===== src/rtl/branch_sequencer_if.sv =====
// Bus between decode/ALU and the branch sequencer.
// The BRANCH_STATS_EN macro adds the branch statistics counters.
interface branch_sequencer_if #(
    parameter int unsigned ADDR_W = 32
);
    logic              instr_valid;
    logic [5:0]        opcode;
    logic [ADDR_W-1:0] offset;
    logic [ADDR_W-1:0] rs_val;
    logic              alu_zero;
    logic              alu_sign;
    logic              alu_carry;
    logic              flag_we;
    logic              exec_done;
    logic [ADDR_W-1:0] pc;
    logic              fetch_req;
    logic              taken;
    logic              link_we;
    logic [ADDR_W-1:0] link_data;
    logic [2:0]        flags_q;
`ifdef BRANCH_STATS_EN
    logic [15:0]       br_total_cnt;
    logic [15:0]       br_taken_cnt;
`endif

    modport master (
        output instr_valid, opcode, offset, rs_val,
        output alu_zero, alu_sign, alu_carry, flag_we, exec_done,
`ifdef BRANCH_STATS_EN
        input  br_total_cnt, br_taken_cnt,
`endif
        input  pc, fetch_req, taken, link_we, link_data, flags_q
    );

    modport slave (
        input  instr_valid, opcode, offset, rs_val,
        input  alu_zero, alu_sign, alu_carry, flag_we, exec_done,
`ifdef BRANCH_STATS_EN
        output br_total_cnt, br_taken_cnt,
`endif
        output pc, fetch_req, taken, link_we, link_data, flags_q
    );
endinterface


===== src/rtl/branch_sequencer.sv =====
// KGP-RISC PC sequencer: owns PC, flags and fetch/decide/execute FSM.
// Define BRANCH_STATS_EN to add saturating branch total/taken counters.
module branch_sequencer #(
    parameter int unsigned              ADDR_W   = 32,
    parameter logic [ADDR_W-1:0]        RESET_PC = '0,
    parameter int unsigned              PC_STEP  = 4
) (
    input  logic              clk,
    input  logic              rst,
    branch_sequencer_if.slave bus
);
    localparam logic [1:0] S_FETCH  = 2'd0;
    localparam logic [1:0] S_DECIDE = 2'd1;
    localparam logic [1:0] S_EXEC   = 2'd2;

    localparam logic [5:0] OP_B    = 6'b101000;
    localparam logic [5:0] OP_BR   = 6'b100000;
    localparam logic [5:0] OP_BL   = 6'b101011;
    localparam logic [5:0] OP_BLTZ = 6'b110000;
    localparam logic [5:0] OP_BZ   = 6'b110001;
    localparam logic [5:0] OP_BNZ  = 6'b110010;
    localparam logic [5:0] OP_BCY  = 6'b101001;
    localparam logic [5:0] OP_BNCY = 6'b101010;

    localparam logic [ADDR_W-1:0] STEP = ADDR_W'(PC_STEP);

    logic [1:0]        state, state_nxt;
    logic [5:0]        op_q;
    logic [ADDR_W-1:0] off_q, rs_q;
    logic [ADDR_W-1:0] pc_q, link_data_q, target;
    logic [2:0]        flags;
    logic              taken_q, link_we_q;
    logic              is_branch, cond;

    // Branch classification and condition against the pre-edge flags {zero, sign, carry}
    always_comb begin
        is_branch = 1'b0;
        cond      = 1'b0;
        state_nxt = state;
        target    = (op_q == OP_BR) ? rs_q : pc_q + off_q;
        case (op_q)
            OP_B, OP_BR, OP_BL: begin is_branch = 1'b1; cond = 1'b1;      end
            OP_BLTZ:            begin is_branch = 1'b1; cond = flags[1];  end
            OP_BZ:              begin is_branch = 1'b1; cond = flags[2];  end
            OP_BNZ:             begin is_branch = 1'b1; cond = ~flags[2]; end
            OP_BCY:             begin is_branch = 1'b1; cond = flags[0];  end
            OP_BNCY:            begin is_branch = 1'b1; cond = ~flags[0]; end
            default:            ;
        endcase
        case (state)
            S_FETCH:  if (bus.instr_valid) state_nxt = S_DECIDE;
            S_DECIDE: state_nxt = is_branch ? S_FETCH : S_EXEC;
            S_EXEC:   if (bus.exec_done) state_nxt = S_FETCH;
            default:  state_nxt = S_FETCH;
        endcase
    end

    always_ff @(posedge clk or posedge rst) begin
        if (rst) state <= S_FETCH;
        else     state <= state_nxt;
    end

    always_ff @(posedge clk or posedge rst) begin
        if (rst) begin
            pc_q        <= RESET_PC;
            op_q        <= '0;
            off_q       <= '0;
            rs_q        <= '0;
            flags       <= '0;
            taken_q     <= 1'b0;
            link_we_q   <= 1'b0;
            link_data_q <= '0;
        end else begin
            taken_q   <= 1'b0;
            link_we_q <= 1'b0;
            if (bus.flag_we) flags <= {bus.alu_zero, bus.alu_sign, bus.alu_carry};
            case (state)
                S_FETCH: if (bus.instr_valid) begin
                    op_q  <= bus.opcode;
                    off_q <= bus.offset;
                    rs_q  <= bus.rs_val;
                end
                S_DECIDE: if (is_branch) begin
                    if (cond) begin
                        pc_q    <= target;
                        taken_q <= 1'b1;
                    end else begin
                        pc_q <= pc_q + STEP;
                    end
                    if (op_q == OP_BL) begin
                        link_we_q   <= 1'b1;
                        link_data_q <= pc_q + STEP;
                    end
                end
                S_EXEC: if (bus.exec_done) pc_q <= pc_q + STEP;
                default: ;
            endcase
        end
    end

`ifdef BRANCH_STATS_EN
    logic [15:0] total_cnt, taken_cnt;

    // Saturating counters updated on each branch resolution
    always_ff @(posedge clk or posedge rst) begin
        if (rst) begin
            total_cnt <= '0;
            taken_cnt <= '0;
        end else if (state == S_DECIDE && is_branch) begin
            if (total_cnt != 16'hFFFF) total_cnt <= total_cnt + 16'd1;
            if (cond && taken_cnt != 16'hFFFF) taken_cnt <= taken_cnt + 16'd1;
        end
    end

    assign bus.br_total_cnt = total_cnt;
    assign bus.br_taken_cnt = taken_cnt;
`endif

    assign bus.pc        = pc_q;
    assign bus.fetch_req = (state == S_FETCH);
    assign bus.taken     = taken_q;
    assign bus.link_we   = link_we_q;
    assign bus.link_data = link_data_q;
    assign bus.flags_q   = flags;
endmodule


===== src/flat_wrapper.sv =====
// flat-port wrapper written by rule: the top's interface ports become plain ports
module branch_sequencer_flat 
#(
    parameter int unsigned              ADDR_W   = 32,
    parameter logic [ADDR_W-1:0]        RESET_PC = '0,
    parameter int unsigned              PC_STEP  = 4
)
  (clk, rst, bus_instr_valid, bus_opcode, bus_offset, bus_rs_val, bus_alu_zero, bus_alu_sign, bus_alu_carry, bus_flag_we, bus_exec_done, bus_pc, bus_fetch_req, bus_taken, bus_link_we, bus_link_data, bus_flags_q);
  branch_sequencer_if #(.ADDR_W(ADDR_W)) bus_i ();
  input  logic clk;
  input  logic rst;
  input wire logic [$bits(bus_i.instr_valid)-1:0] bus_instr_valid;
  input wire logic [$bits(bus_i.opcode)-1:0] bus_opcode;
  input wire logic [$bits(bus_i.offset)-1:0] bus_offset;
  input wire logic [$bits(bus_i.rs_val)-1:0] bus_rs_val;
  input wire logic [$bits(bus_i.alu_zero)-1:0] bus_alu_zero;
  input wire logic [$bits(bus_i.alu_sign)-1:0] bus_alu_sign;
  input wire logic [$bits(bus_i.alu_carry)-1:0] bus_alu_carry;
  input wire logic [$bits(bus_i.flag_we)-1:0] bus_flag_we;
  input wire logic [$bits(bus_i.exec_done)-1:0] bus_exec_done;
  output wire logic [$bits(bus_i.pc)-1:0] bus_pc;
  output wire logic [$bits(bus_i.fetch_req)-1:0] bus_fetch_req;
  output wire logic [$bits(bus_i.taken)-1:0] bus_taken;
  output wire logic [$bits(bus_i.link_we)-1:0] bus_link_we;
  output wire logic [$bits(bus_i.link_data)-1:0] bus_link_data;
  output wire logic [$bits(bus_i.flags_q)-1:0] bus_flags_q;
  assign bus_i.instr_valid = bus_instr_valid;
  assign bus_i.opcode = bus_opcode;
  assign bus_i.offset = bus_offset;
  assign bus_i.rs_val = bus_rs_val;
  assign bus_i.alu_zero = bus_alu_zero;
  assign bus_i.alu_sign = bus_alu_sign;
  assign bus_i.alu_carry = bus_alu_carry;
  assign bus_i.flag_we = bus_flag_we;
  assign bus_i.exec_done = bus_exec_done;
  assign bus_pc = bus_i.pc;
  assign bus_fetch_req = bus_i.fetch_req;
  assign bus_taken = bus_i.taken;
  assign bus_link_we = bus_i.link_we;
  assign bus_link_data = bus_i.link_data;
  assign bus_flags_q = bus_i.flags_q;
  branch_sequencer #(.ADDR_W(ADDR_W), .RESET_PC(RESET_PC), .PC_STEP(PC_STEP)) u_core (.clk(clk), .rst(rst), .bus(bus_i));
endmodule

===== config.mk =====
export PLATFORM = sky130hd
export DESIGN_NAME = branch_sequencer_flat
export DESIGN_NICKNAME = d
export VERILOG_FILES = /design/src/rtl/branch_sequencer_if.sv /design/src/rtl/branch_sequencer.sv /design/src/flat_wrapper.sv
export SDC_FILE = /design/constraint.sdc
export NUM_CORES = 1
export LEC_CHECK = 0
export CORE_MARGIN = 1.5
export CORE_UTILIZATION = 58
export DETAILED_ROUTE_END_ITERATION = 10
export DONT_BUFFER_PORTS = 1
export PLACE_DENSITY = 0.76
export SLEW_MARGIN = 10
export SYNTH_ARGS = -nofsm -noshare
export SYNTH_HDL_FRONTEND = slang
export SYNTH_SLANG_ARGS = --single-unit

===== constraint.sdc =====
create_clock -name clk -period 4.4 [get_ports clk]
set_input_delay 0.44 -clock clk [delete_from_list [all_inputs] [get_ports clk]]
set_output_delay 0.44 -clock clk [all_outputs]
set_load 0.05 [all_outputs]

==> results.tsv <==
stage	metric	value	unit
final_layout	Ant. Diodes	0	
clocking	TritonCTS buffer count	17	
yosys	Cell variety after synth	78	
floorplanning	Die ar.	15150	um2
setup_path	CP Class	flip-flop to flip-flop	
yosys	cell accounting for the most synthesized area	dfrtp_1	
yosys	Post-Synthesis Cells	867	
pwr	clock share of power	0.195	
timing	Final Cycle Share	0.7150	
flow_run	Maximum Capacitance Violations	0	
final_layout	Net count, final	967	
timing	Slew @ Worst Pin	1.052	ns
global_route	global route overflow	0	
setup_path	Worst Path Max Fanout	4	
timing	Slew Limit Headroom	0.2932	
pwr	Leak	3.881	nW
yosys	Post-synth EDFFs	0	
setup_path	Critical Path Sink Type	flip-flop	
yosys	synth cell count leaders	dfrtp_1, nand2_1, mux2_2, a21oi_1, o21ai_0	
yosys	post-synthesis sequential area ratio	0.4219	
setup_path	Critical R2R Launch	u_core.bus.pc[0]	
global_route	total track usage	0.2942	
setup_path	CP arrival	3.44	ns
clocking	H-tree depth	4	
place	placed cell areas	8517	um2
worst_hold_path	worst min-delay path category	input pin to flip-flop	
timing	Max Fclk	317.8	MHz
timing	fin crit period	3.146	ns
clocking	hold buffers post-CTS	0	
route	drt first-iter violations	751	
global_route	largest net degree at the start of global routing	111	
timing	TNS Setup	0	ns
route	DRC Markers	0	
timing	RSZ-0062 raised after global routing	false	
clocking	Clock Path Buffers	2	
timing	final hold violation count	0	
place	DPL Wire Length	15500	um
yosys	Post-synth ARST share	1.000	
floorplanning	core area	13990	um2
yosys	number of synthesized register bits	141	
yosys	ys flop type	dfrtp_1	
yosys	Synth top area share	0.4219	
setup_path	Worst R2R Setup Slack	1.25	ns
clocking	clock latency at the later pin of the worst-skew pair	0.43	ns
route	DR vias/cell	6.422	
setup_path	Worst Path Required	4.70	ns
pwr	P per Cell Area	919.8	nW/um2
route	wire per inst	20.36	um
setup_path	worst setup path end	u_core.bus.pc[30]	
final_layout	Fillers	1114	
final_layout	share of cells above drive strength 1	0.1696	
floorplanning	Die Y	123.1	um
setup_path	R2R depth	10	
route	routed via count	6724	
clocking	post_cts resized	0	
final_layout	final instance area	9185	um2
global_route	vias in the first global route	6731	
place	GPL Wtd Cong	0.9345	
yosys	Syn Std Cell Area	8363	um2
place	IO buf count	0	
clocking	Root Driver	clkbuf_16	
pwr	P_sw	3.956	mW
pwr	Int Pwr	4.492	mW
pwr	Peak VDD IR	0.4549	mV
yosys	Yosys warning count	0	
clocking	Post CTS Setup Buffer Count	0	
yosys	most frequent cell after synthesis	dfrtp_1	
clocking	Clock transition at path regs	0.06	ns
timing	fin. max-slew vios	0	
floorplanning	Initial Util	0.5979	
pwr	Net Sw Frac	0.4683	
floorplanning	Rows	43	
route	Detail Route Antenna Nets	0	
timing	Final setup viols	0	
final_layout	P&R area growth vs syn	9.829	%
global_route	initial antenna violation count	0	
yosys	synthesized area per cell	9.646	um2
final_layout	Final Util	0.6566	
setup_path	reg2reg end	u_core.bus.pc[30]	
floorplanning	# IOs	148	
timing	Worst Skew	0.009279	ns
pwr	Flop pwr share	0.374	
pwr	combinational share of power	0.431	
setup_path	Critical Path Start	u_core.bus.pc[0]	
floorplanning	die width	123.1	um
route	drt pass-1 iters	5	
status	status	finished clean	
global_route	first-pass GRT wire length	34380	um
setup_path	Startpoint Class	flip-flop	
clocking	CTS Sinks	141	
clocking	CTS tree	done	
route	total wire length	21310	um
yosys	Synth area leaders	dfrtp_1, mux2_2, nand2_1	
yosys	Syn Nets	978	
-- power by group through the flow --
stage	clock (mW)	sequential [mW]	combinational, mW
after floorplan	0	2.93	2.94
after global placement	0	3.15	3.46
after detailed placement	0	3.17	3.57
after CTS	1.65	3.15	3.60
after global routing	1.72	3.24	4.04
final	1.65	3.16	3.64
-- metrics by stage --
step / power (mW) / std cells / setup slack [ns] / hold slack (ns)
5_1_grt: 8.992 / 1047 / 1.060 / 0.08225
2_1_floorplan: 5.866 / 867 / 0.1788 / 0.4753
4_1_cts: 8.410 / 1047 / 1.286 / 0.08105
6_report: 8.448 / 1047 / 1.254 / 0.08883
3_5_place_dp: 6.741 / 1017 / 1.309 / 0.5004
3_3_place_gp: 6.602 / 1017 / 1.356 / 0.4960
-- state kept, by name, indices dropped and copies added (netlist names) --
signal	count
u_core.bus.taken	1
u_core.op_q	6
u_core.off_q	32
u_core.rs_q	32
u_core.state	2
u_core.bus.flags_q	3
u_core.bus.pc	32
u_core.bus.link_we	1
u_core.bus.link_data	32
-- how the worst min path moves through the flow --
stage	startpoint	end	slack, ns	cells past startpoint
2_1_floorplan	u_core.rs_q[28]	u_core.rs_q[28]	0.48	1
3_3_place_gp	u_core.rs_q[2]	u_core.rs_q[2]	0.50	1
3_5_place_dp	u_core.rs_q[6]	u_core.rs_q[6]	0.50	1
4_1_cts	bus_exec_done	u_core.state[1]	0.08	1
5_1_grt	bus_exec_done	u_core.state[1]	0.08	1
6_report	bus_exec_done	u_core.state[1]	0.09	1
-- layout by cell type, fill, tap and decap left out, types with 11 or more instances in the layout --
cell type  count
nor2_1        53
xnor2_1       33
o21a_1        12
nand3_1       24
dfrtp_1      141
inv_1         16
ha_1          32
nand2_1      109
o21ai_0       59
a31oi_1       16
mux2_2        73
nand4_1       11
xor2_1        14
a21oi_1       68
o22ai_1       11
clkbuf_16     17
buf_4         14
and3_1        12
nor3_1        16
-- cell families (layout without fill, tap and decap cells) --
group,Yosys count,in the layout,share of synthesized area
simple gates,271,271,0.1577
compound gates,237,237,0.1846
flops,141,141,0.4219
mux,77,77,0.1037
buf+inv,61,61,0.03262
xor+xnor,47,47,0.04922
fa+ha+maj,33,33,0.05027
-- worst max-delay path, stage by stage, from the launching register on --
cell,delay [ns]
dfrtp_1,0.59
ha_1,0.36
fa_1,0.42
a21oi_1,0.23
o31ai_1,0.11
and3_1,0.24
o2111ai_2,0.31
a211oi_2,0.13
o311ai_1,0.38
a211o_1,0.18
nand3_1,0.07
-- metal layers --
layer	track usage	share of wire	routed length (um)	vias to the layer above
li1	-	-	-	3125
met3	0.08487	0.085	1803	48
met4	0.09339	0.020	423	0
met1	0.3751	0.42	8876	3261
met2	0.4844	0.48	10210	290
met5	0	0	0	-
-- cell type report --
| cell class | count | area, um2 | share of cell area |
|---|---|---|---|
| Sequential cell | 141 | 3528 | 0.3841 |
| Inverter | 17 | 68.82 | 0.007492 |
| Clock buffer | 19 | 452.9 | 0.04931 |
| Clock inverter | 11 | 215.2 | 0.02343 |
| Tap cell | 180 | 225.2 | 0.02452 |
| Multi-Input combinational cell | 665 | 4589 | 0.4997 |
| Timing Repair Buffer | 14 | 105.1 | 0.01144 |
(Power assumes the default switching activity.)
